### src/rtl/cgol_pkg.sv
// cgol_pkg: FSM encodings and Life rule constants shared by the generation engine.
package cgol_pkg;
    localparam int SUM_W = 4;
    typedef logic [1:0] state_t;
    localparam state_t IDLE    = 2'd0;
    localparam state_t COMPUTE = 2'd1;
    localparam state_t SWAP    = 2'd2;
    localparam state_t HOLD    = 2'd3;
    localparam logic [SUM_W-1:0] BIRTH_COUNT = 4'd3;
    localparam logic [SUM_W-1:0] SURVIVE_MIN = 4'd2;
    localparam logic [SUM_W-1:0] SURVIVE_MAX = 4'd3;
endpackage

### src/rtl/cgol_row_next.sv
// cgol_row_next: next-generation value of one grid row from the rows above, at and below it.
module cgol_row_next
    import cgol_pkg::*;
#(
    parameter int COLS = 8,
    parameter int WRAP = 1
) (
    input  logic [COLS-1:0] above,
    input  logic [COLS-1:0] center,
    input  logic [COLS-1:0] below,
    output logic [COLS-1:0] nxt
);
    logic [COLS+1:0] ea, ec, eb;

    // Pad each row with its wrapped (or dead) edge columns so column c sees bits c..c+2
    function automatic logic [COLS+1:0] ext(input logic [COLS-1:0] r);
        return {WRAP != 0 ? r[0] : 1'b0, r, WRAP != 0 ? r[COLS-1] : 1'b0};
    endfunction

    assign ea = ext(above);
    assign ec = ext(center);
    assign eb = ext(below);

    for (genvar c = 0; c < COLS; c++) begin : g_col
        logic [SUM_W-1:0] sum;
        assign sum = SUM_W'(ea[c]) + SUM_W'(ea[c+1]) + SUM_W'(ea[c+2])
                   + SUM_W'(ec[c]) + SUM_W'(ec[c+2])
                   + SUM_W'(eb[c]) + SUM_W'(eb[c+1]) + SUM_W'(eb[c+2]);
        assign nxt[c] = sum == BIRTH_COUNT || (ec[c+1] && sum >= SURVIVE_MIN && sum <= SURVIVE_MAX);
    end
endmodule

### src/rtl/cgol_gen_engine.sv
// cgol_gen_engine: double-buffered Game of Life engine computing one row per cycle.
// Define CGOL_STILL_DETECT_EN to add the still output that halts run mode on a still life.
module cgol_gen_engine
    import cgol_pkg::*;
#(
    parameter int COLS   = 8,
    parameter int ROWS   = 8,
    parameter int WRAP   = 1,
    parameter int GEN_W  = 16,
    parameter int HOLD_W = 6
) (
    input  logic                    ph1,
    input  logic                    reset,
    input  logic                    load_en,
    input  logic [$clog2(ROWS)-1:0] load_addr,
    input  logic [COLS-1:0]         load_row,
    input  logic                    step,
    input  logic                    run,
    input  logic [HOLD_W-1:0]       hold_cycles,
    input  logic [$clog2(ROWS)-1:0] rd_addr,
    output logic [COLS-1:0]         rd_row,
    output logic                    busy,
    output logic                    gen_done,
    output logic [GEN_W-1:0]        gen_count
`ifdef CGOL_STILL_DETECT_EN
    ,
    output logic                    still
`endif
);
    localparam int AW = $clog2(ROWS);
    localparam logic [AW:0] ROWS_V = (AW+1)'(ROWS);

    logic [COLS-1:0] front [ROWS];
    logic [COLS-1:0] back  [ROWS];
    state_t          state;
    logic [AW-1:0]   ptr;
    logic [HOLD_W-1:0] hold;
    logic [COLS-1:0] above, below, nxt;
    logic            last, load_ok, halt;

    assign last    = ptr == AW'(ROWS-1);
    assign load_ok = {1'b0, load_addr} < ROWS_V;
    assign rd_row  = {1'b0, rd_addr} < ROWS_V ? front[rd_addr] : '0;
    assign busy    = state != IDLE;
    assign above   = ptr == '0 ? (WRAP != 0 ? front[ROWS-1] : '0) : front[ptr-AW'(1)];
    assign below   = last ? (WRAP != 0 ? front[0] : '0) : front[ptr+AW'(1)];

    cgol_row_next #(.COLS(COLS), .WRAP(WRAP)) u_row (
        .above(above),
        .center(front[ptr]),
        .below(below),
        .nxt(nxt)
    );

`ifdef CGOL_STILL_DETECT_EN
    logic same;
    always_comb begin
        same = 1'b1;
        for (int i = 0; i < ROWS; i++) same = same && back[i] == front[i];
    end
    assign halt = same;
    always_ff @(posedge ph1 or negedge reset) begin
        if (!reset) still <= 1'b0;
        else if (state == SWAP) still <= same;
        else if (state == IDLE && load_en && load_ok) still <= 1'b0;
    end
`else
    assign halt = 1'b0;
`endif

    always_ff @(posedge ph1 or negedge reset) begin
        if (!reset) begin
            for (int i = 0; i < ROWS; i++) begin
                front[i] <= '0;
                back[i]  <= '0;
            end
            state     <= IDLE;
            ptr       <= '0;
            hold      <= '0;
            gen_count <= '0;
            gen_done  <= 1'b0;
        end else begin
            gen_done <= state == SWAP;
            case (state)
                IDLE: begin
                    if (load_en) begin
                        if (load_ok) front[load_addr] <= load_row;
                    end else if (step || run) begin
                        state <= COMPUTE;
                        ptr   <= '0;
                    end
                end
                COMPUTE: begin
                    back[ptr] <= nxt;
                    ptr       <= ptr + AW'(1);
                    if (last) state <= SWAP;
                end
                SWAP: begin
                    front     <= back;
                    gen_count <= gen_count + GEN_W'(1);
                    hold      <= hold_cycles;
                    ptr       <= '0;
                    state     <= !run || halt ? IDLE : hold_cycles != '0 ? HOLD : COMPUTE;
                end
                default: begin
                    hold  <= hold - HOLD_W'(1);
                    ptr   <= '0;
                    state <= !run ? IDLE : hold == HOLD_W'(1) ? COMPUTE : HOLD;
                end
            endcase
        end
    end
endmodule
### config.mk
export PLATFORM = sky130hd
export DESIGN_NAME = cgol_gen_engine
export DESIGN_NICKNAME = d
export VERILOG_FILES = /design/src/rtl/cgol_pkg.sv /design/src/rtl/cgol_row_next.sv /design/src/rtl/cgol_gen_engine.sv
export SDC_FILE = /design/constraint.sdc
export NUM_CORES = 1
export LEC_CHECK = 0
export ABC_AREA = 0
export CELL_PAD_IN_SITES_DETAIL_PLACEMENT = 1
export CELL_PAD_IN_SITES_GLOBAL_PLACEMENT = 2
export CORE_MARGIN = 5
export CORE_UTILIZATION = 44
export DETAILED_ROUTE_END_ITERATION = 8
export GPL_TIMING_DRIVEN = 0
export PLACE_DENSITY_LB_ADDON = 0.1
export SETUP_SLACK_MARGIN = 0.02
export SKIP_CTS_REPAIR_TIMING = 1
export SLEW_MARGIN = 20
export SYNTH_ARGS = -nofsm -noshare
export SYNTH_HDL_FRONTEND = slang
export SYNTH_SLANG_ARGS = --single-unit
### constraint.sdc
create_clock -name ph1 -period 9.4 [get_ports ph1]
set_input_delay 1.41 -clock ph1 [delete_from_list [all_inputs] [get_ports ph1]]
set_output_delay 1.41 -clock ph1 [all_outputs]
set_load 0.02 [all_outputs]
### Word level (Yosys, flattened, before mapping)

Index checks and enable logic that the tools add are counted.

| storage, ports and cells | value |
|---|---|
| flip-flop bits (word level) | 156 |
| bits of input ports | 25 |
| word-level logic and storage cells | 195 |
| output and inout bits | 26 |

| operators by class | value |
|---|---|
| $lt $le $gt $ge | 23 |
| bitwise operators | 5 |
| add/sub/neg operators | 60 |
| equality and inequality tests | 16 |
| mux-type cells | 34 |
| reductions and logical operators | 36 |

Operators by type and width:

| cell | number |
|---|---|
| $add A4 B1 Y4 | 48 |
| $bwmux W64 | 2 |
| $pmux W64 S2 | 1 |
| $bmux W8 S3 | 4 |
| $mux W8 | 12 |
| $mux W64 | 1 |
| $demux W8 S3 | 2 |
| $eq A4 B2 Y1 const B | 8 |
| $ge A4 B2 Y1 const B | 8 |
| $le A4 B2 Y1 const B | 8 |
| $ge A4 B4 Y1 const B | 5 |
| $not A3 Y4 | 5 |
| $logic_and A1 B1 Y1 | 18 |
| $add A1 B1 Y2 | 8 |
| $add A16 B1 Y16 const B | 1 |
| $mux W2 | 7 |
| $pmux W6 S2 | 1 |
| $logic_or A1 B1 Y1 | 9 |
| $lt A4 B1 Y1 const B | 2 |
| $ne A2 B2 Y1 const B | 4 |
| $eq A6 B1 Y1 const B | 1 |
| $mux W3 | 2 |
| $pmux W2 S3 | 1 |
| $pmux W3 S2 | 1 |
| 13 further kinds | 15 |

### Logic depth before layout (Yosys ltp)

| depth | value |
|---|---|
| depth after elaboration | 18 |
| mapped depth | 27 |

### Hierarchy

From an unflattened synthesis, not the netlist that was laid out.

| second synthesis, totals | value |
|---|---|
| cells, all modules | 906 |
| area total of the unflattened synthesis | 10,346.2 um^2 |

Modules (own cells, without submodules):

| module | cells an instance | area an instance (um^2) | times used |
|---|---|---|---|
| cgol_gen_engine | 745 | 8,961.1 | 1 |
| cgol_row_next | 161 | 1,385.1 | 1 |

### Least setup slack after synthesis

OpenSTA, ideal clock, no wires.

| timing path | value |
|---|---|
| kind | flip-flop to flip-flop |
| start | register ptr[0] |
| end | register back[0] in the netlist's numbering |
| path buffers | 8 |
| cell stages (with the launch flop) | 25 |
| arrival time | 5.976 ns |
| setup slack | 3.359 ns |
| path through | dfrtp_1 -> buf_6 -> buf_8 -> buf_6 -> buf_6 -> buf_2 -> inv_1 -> ha_1 -> buf_2 -> buf_1 -> buf_2 -> mux4_2 -> o21ai_0 -> nand2_1 -> a21o_1 -> ha_1 -> fa_1 -> inv_1 -> fa_1 -> fa_1 -> fa_1 -> or3b_2 -> o22ai_1 -> o311a_1 -> mux2_2 |

| on the way | value |
|---|---|
| longest elaborated chain between the ends | 18 |
| elaborated cells on any way between the ends | 37 |

Ends and longest elaborated chain:

| item | RTL line | text |
|---|---|---|
| start: declaration | cgol_gen_engine.sv:36 | `logic [AW-1:0] ptr;` |
| start signal: assignment | cgol_gen_engine.sv:95 | `ptr <= ptr + AW'(1);` |
| $sub A3 B1 Y3 | cgol_gen_engine.sv:45 | `assign above = ptr == '0 ? (WRAP != 0 ? front[ROWS-1] : '0) : front[ptr-AW'(1)];` |
| $not A3 Y4 (not written as such) | cgol_gen_engine.sv:45 |  |
| $bmux W8 S3 | cgol_gen_engine.sv:45 |  |
| $mux W8 (not written as such) (2 in a row) | cgol_gen_engine.sv:45 |  |
| $mux W8 | cgol_gen_engine.sv:45 |  |
| $add A1 B1 Y2 | cgol_row_next.sv:26 | `assign sum = SUM_W'(ea[c]) + SUM_W'(ea[c+1]) + SUM_W'(ea[c+2])` |
| $add A4 B1 Y4 | cgol_row_next.sv:26 |  |
| $add A4 B1 Y4 (2 in a row) | cgol_row_next.sv:27 | `+ SUM_W'(ec[c]) + SUM_W'(ec[c+2])` |
| $add A4 B1 Y4 (3 in a row) | cgol_row_next.sv:28 | `+ SUM_W'(eb[c]) + SUM_W'(eb[c+1]) + SUM_W'(eb[c+2]);` |
| $ge A4 B2 Y1 | cgol_row_next.sv:29 | `assign nxt[c] = sum == BIRTH_COUNT \|\| (ec[c+1] && sum >= SURVIVE_MIN && sum <= SURVIVE_MAX);` |
| $logic_and A1 B1 Y1 (2 in a row) | cgol_row_next.sv:29 |  |
| $logic_or A1 B1 Y1 | cgol_row_next.sv:29 |  |
| $bwmux W64 * | cgol_gen_engine.sv:94 | `back[ptr] <= nxt;` |
| end signal: indexed assignment | cgol_gen_engine.sv:94 |  |
| end: declaration | cgol_gen_engine.sv:34 | `logic [COLS-1:0] back [ROWS];` |

Mark *: on every way between the ends. The rest lies on a longest branch, timed or not. The select of a mux whose other input is x is not followed.
A chain may end at the register's enable or synchronous reset.

### Final worst setup path

| timing path | value |
|---|---|
| start | register ptr[0] |
| end | register back[16] in the netlist's numbering |

Same word-level chain as after synthesis.

==> impl_results.md <==
* Status: complete, no violations
* Sequential cell area at 3904 um2
* Dpl hpwl at 24090 um
* Yosys warns at 0
* Number of nets in the layout at 1111
* Multi-input gate area at 5944 um2
* GRT Residual Overflow at 0
* Die Wd at 164.0 um
* Clock root buffer: clkbuf_16
* FF+latch count, synth at 156
* Top_reg_cell synth: dfrtp_1
* Gate Count Post-Synth at 964
* Pins over their slew limit at 0
* EDFF count, synth at 0
* Met2 routed WL at 14820 um
* Top layer in use: met4
* Slew headroom at 36.57%
* Diodes inserted at 0
* Final worst-path cycle share at 76.91%
* Unrepaired setup endpoints after global routing: no
* Final wirelength at 30500 um
* Avg WL per Cell at 22.51 um
* # fillers at 2619
* Setup TNS at 0 ns
* Worst EP required at 9.76 ns
* Clock latency on the worst-skew pair at 0.44 ns
* Via count at 7683
* Final setup vio count at 0
* CP Data Arrival Time at 7.59 ns
* Post-synthesis mux area share at 25.73%
* Drt initial violations at 489
* Largest net degree at the start of global routing at 91
* Fmax achieved at 0.1383 GHz
* Die Ht at 164.0 um
* Pre-Repair DR Iteration Count at 5
* Clock Skew at 0.01829 ns
* Number of buffers added on ports at 39
* Die area at 26880 um2
* Clock slew at reported path FFs at 0.07 ns
* Critical path endpoint category: flip-flop
* Post-Syn Nets at 1052
* Simple-gate portion of the synthesized area at 9.346%
* Placer Congestion at 0.8296
* H-tree levels at 4
* Sequential share of the synthesized area at 37.43%
* Worst R2R Setup Slack at 2.17 ns
* Area share of the largest cell type after synthesis at 37.43%
* Yosys cell types at 54
* Worst slew pin tran at 0.9499 ns
* Clk buf depth at 2
* Largest cells by area after synthesis: dfrtp_1, mux4_2, mux2i_1
* Adder-cell share of the synthesized area at 9.862%
* Post-synthesis async set-or-reset flop share at 100.0%
* Syn Area/Cell at 10.82 um2
* Dominant cell type by area after synthesis: dfrtp_1
* Max-cap violations at 0
* Ports at 51
* Startpoint types: flip-flop
* Num rows at 56
* Post-route minimum period at 7.229 ns
* CTS Buf Count at 17
* Critical path type: flip-flop to flip-flop
* Mapped Area at 10430 um2
* First-pass GRT wire length at 48640 um
* Final Hold Fails at 0
* Detail Route Antenna Nets at 0
* Drc violations at 0
* Layout area overhead at 13.41%
* Post-synthesis compound-gate area fraction at 10.80%
* Vias in the first global route at 8249
* Clk sinks at 156
* Core area at 23400 um2
* Critical Path Fanout Max at 10
* Vias per cell at 5.670
* Met3 wire len at 1139 um
* Post-Synth XOR/XNOR Area at 1.260%
* Initial core utilization at 44.56%
* Wire length on met1 at 14120 um
* CTS tree: done
* Antenna violations before repair at 1
* GRT Overall Usage at 23.82%
* Util after Layout at 50.54%
* Hold Path Class: flip-flop to flip-flop
* Main combinational cell family by area after synthesis: multiplexers
* Layout cells sized above 1 at 15.35%
[cell usage after synthesis (2+ instances only)]
| cell type | number |
|---|---|
| dfrtp_1 | 156 |
| or2_2 | 3 |
| a22o_1 | 2 |
| and2_1 | 3 |
| and3b_1 | 2 |
| buf_2 | 14 |
| or3b_2 | 3 |
| nor2b_1 | 12 |
| clkbuf_1 | 37 |
| buf_6 | 4 |
| o21a_1 | 8 |
| o311a_1 | 2 |
| inv_1 | 71 |
| o31ai_1 | 16 |
| and3_1 | 5 |
| nor2_1 | 11 |
| mux2i_1 | 96 |
| nand3_1 | 10 |
| a21o_1 | 9 |
| nor3_1 | 4 |
| o211ai_1 | 2 |
| a21oi_1 | 13 |
| mux4_2 | 51 |
| nand2b_1 | 5 |
| buf_4 | 2 |
| mux2_1 | 8 |
| o22ai_1 | 16 |
| mux2_2 | 43 |
| nor4b_1 | 2 |
| o21ai_0 | 100 |
| ha_1 | 31 |
| nand2_1 | 139 |
| fa_1 | 32 |
| a211oi_1 | 5 |
| nor3b_1 | 2 |
| buf_1 | 7 |
| nand4_1 | 5 |
| and4_1 | 4 |
| xnor2_1 | 14 |
[sequential cells by signal, summed over array words and instances (netlist names)]
name	count
gen_done	1
back	64
gen_count	16
hold	6
front	64
state	2
ptr	3
[path summary, 6_finish.rpt]
path                                       from                  endpoint  cells after the start
max in group asynchronous                 reset      back[18]$_DFFE_PN0P_                      2
min in group asynchronous                 reset  gen_count[9]$_DFFE_PN0P_                      1
setup / recovery             ptr[0]$_DFFE_PN0P_      back[16]$_DFFE_PN0P_                     24
hold / removal             back[17]$_DFFE_PN0P_     front[17]$_DFFE_PN0P_                      2
setup reg to reg             ptr[0]$_DFFE_PN0P_      back[16]$_DFFE_PN0P_                     24
hold reg to reg            back[17]$_DFFE_PN0P_     front[17]$_DFFE_PN0P_                      2
[kinds of logic after synthesis]
family | after synthesis
compound gates | 182
buf+inv | 137
flops | 156
simple gates | 213
xor+xnor | 15
mux | 198
fa+ha+maj | 63
[critical path, stage by stage (launching register included)]
cell and delay [ns]:
dfrtp_1 0.37, buf_6 0.18, buf_8 0.17, buf_6 0.18
buf_6 0.19, buf_2 0.30, inv_1 0.11, ha_1 0.29
buf_2 0.22, buf_1 0.52, buf_2 0.38, mux4_2 0.35
o21ai_0 0.11, nand2_1 0.11, a21o_1 0.19, ha_1 0.32
fa_1 0.53, inv_1 0.06, fa_1 0.49, fa_1 0.44
fa_1 0.39, or3b_2 0.45, o22ai_1 0.13, o311a_1 0.43
mux2_2 0.23
[area by class of cell]
type	instances	area share [%]
clock inverters	14	1.248
plain buffers	65	2.624
inverters	72	2.285
well taps	319	3.375
repair buffers	40	3.576
multi-input cells	671	50.26
flip-flops and latches	156	33.01
clock buffers	18	3.628
[metrics by stage]
stage,cells,hold WS [ns],instance area (um2),setup slack (ns)
final,1355,0.4726,11830,2.171
after global routing,1355,0.4997,11830,1.838
after CTS,1355,0.4839,11830,2.150
after detailed placement,1323,0.4619,11250,2.188
after global placement,1322,0.4547,11220,0.2847
after floorplan,964,0.4444,10430,3.359
[metal layers]
layer,up-vias,global-route usage [%]
li1,3541,-
met1,3960,33.46
met2,151,39.63
met3,31,3.563
met4,0,4.766
met5,-,0
[layout by cell type, fill, tap and decap left out, types with 8 or more instances in the layout]
cell	count
o22ai_1	16
ha_1	31
dfrtp_1	156
nor2_1	11
mux2_1	8
o21ai_0	100
a21o_1	9
o21a_1	8
buf_2	14
clkbuf_1	38
nor2b_1	12
nand2_1	139
nand3_1	10
fa_1	32
mux2i_1	96
xnor2_1	14
mux2_2	43
inv_1	71
clkdlybuf4s50_1	38
a21oi_1	13
clkbuf_16	17
o31ai_1	16
mux4_2	51
Power is left out: the tool's default activity adds up to more than one toggle a clock period on the data nets, which glitch-free logic cannot reach.
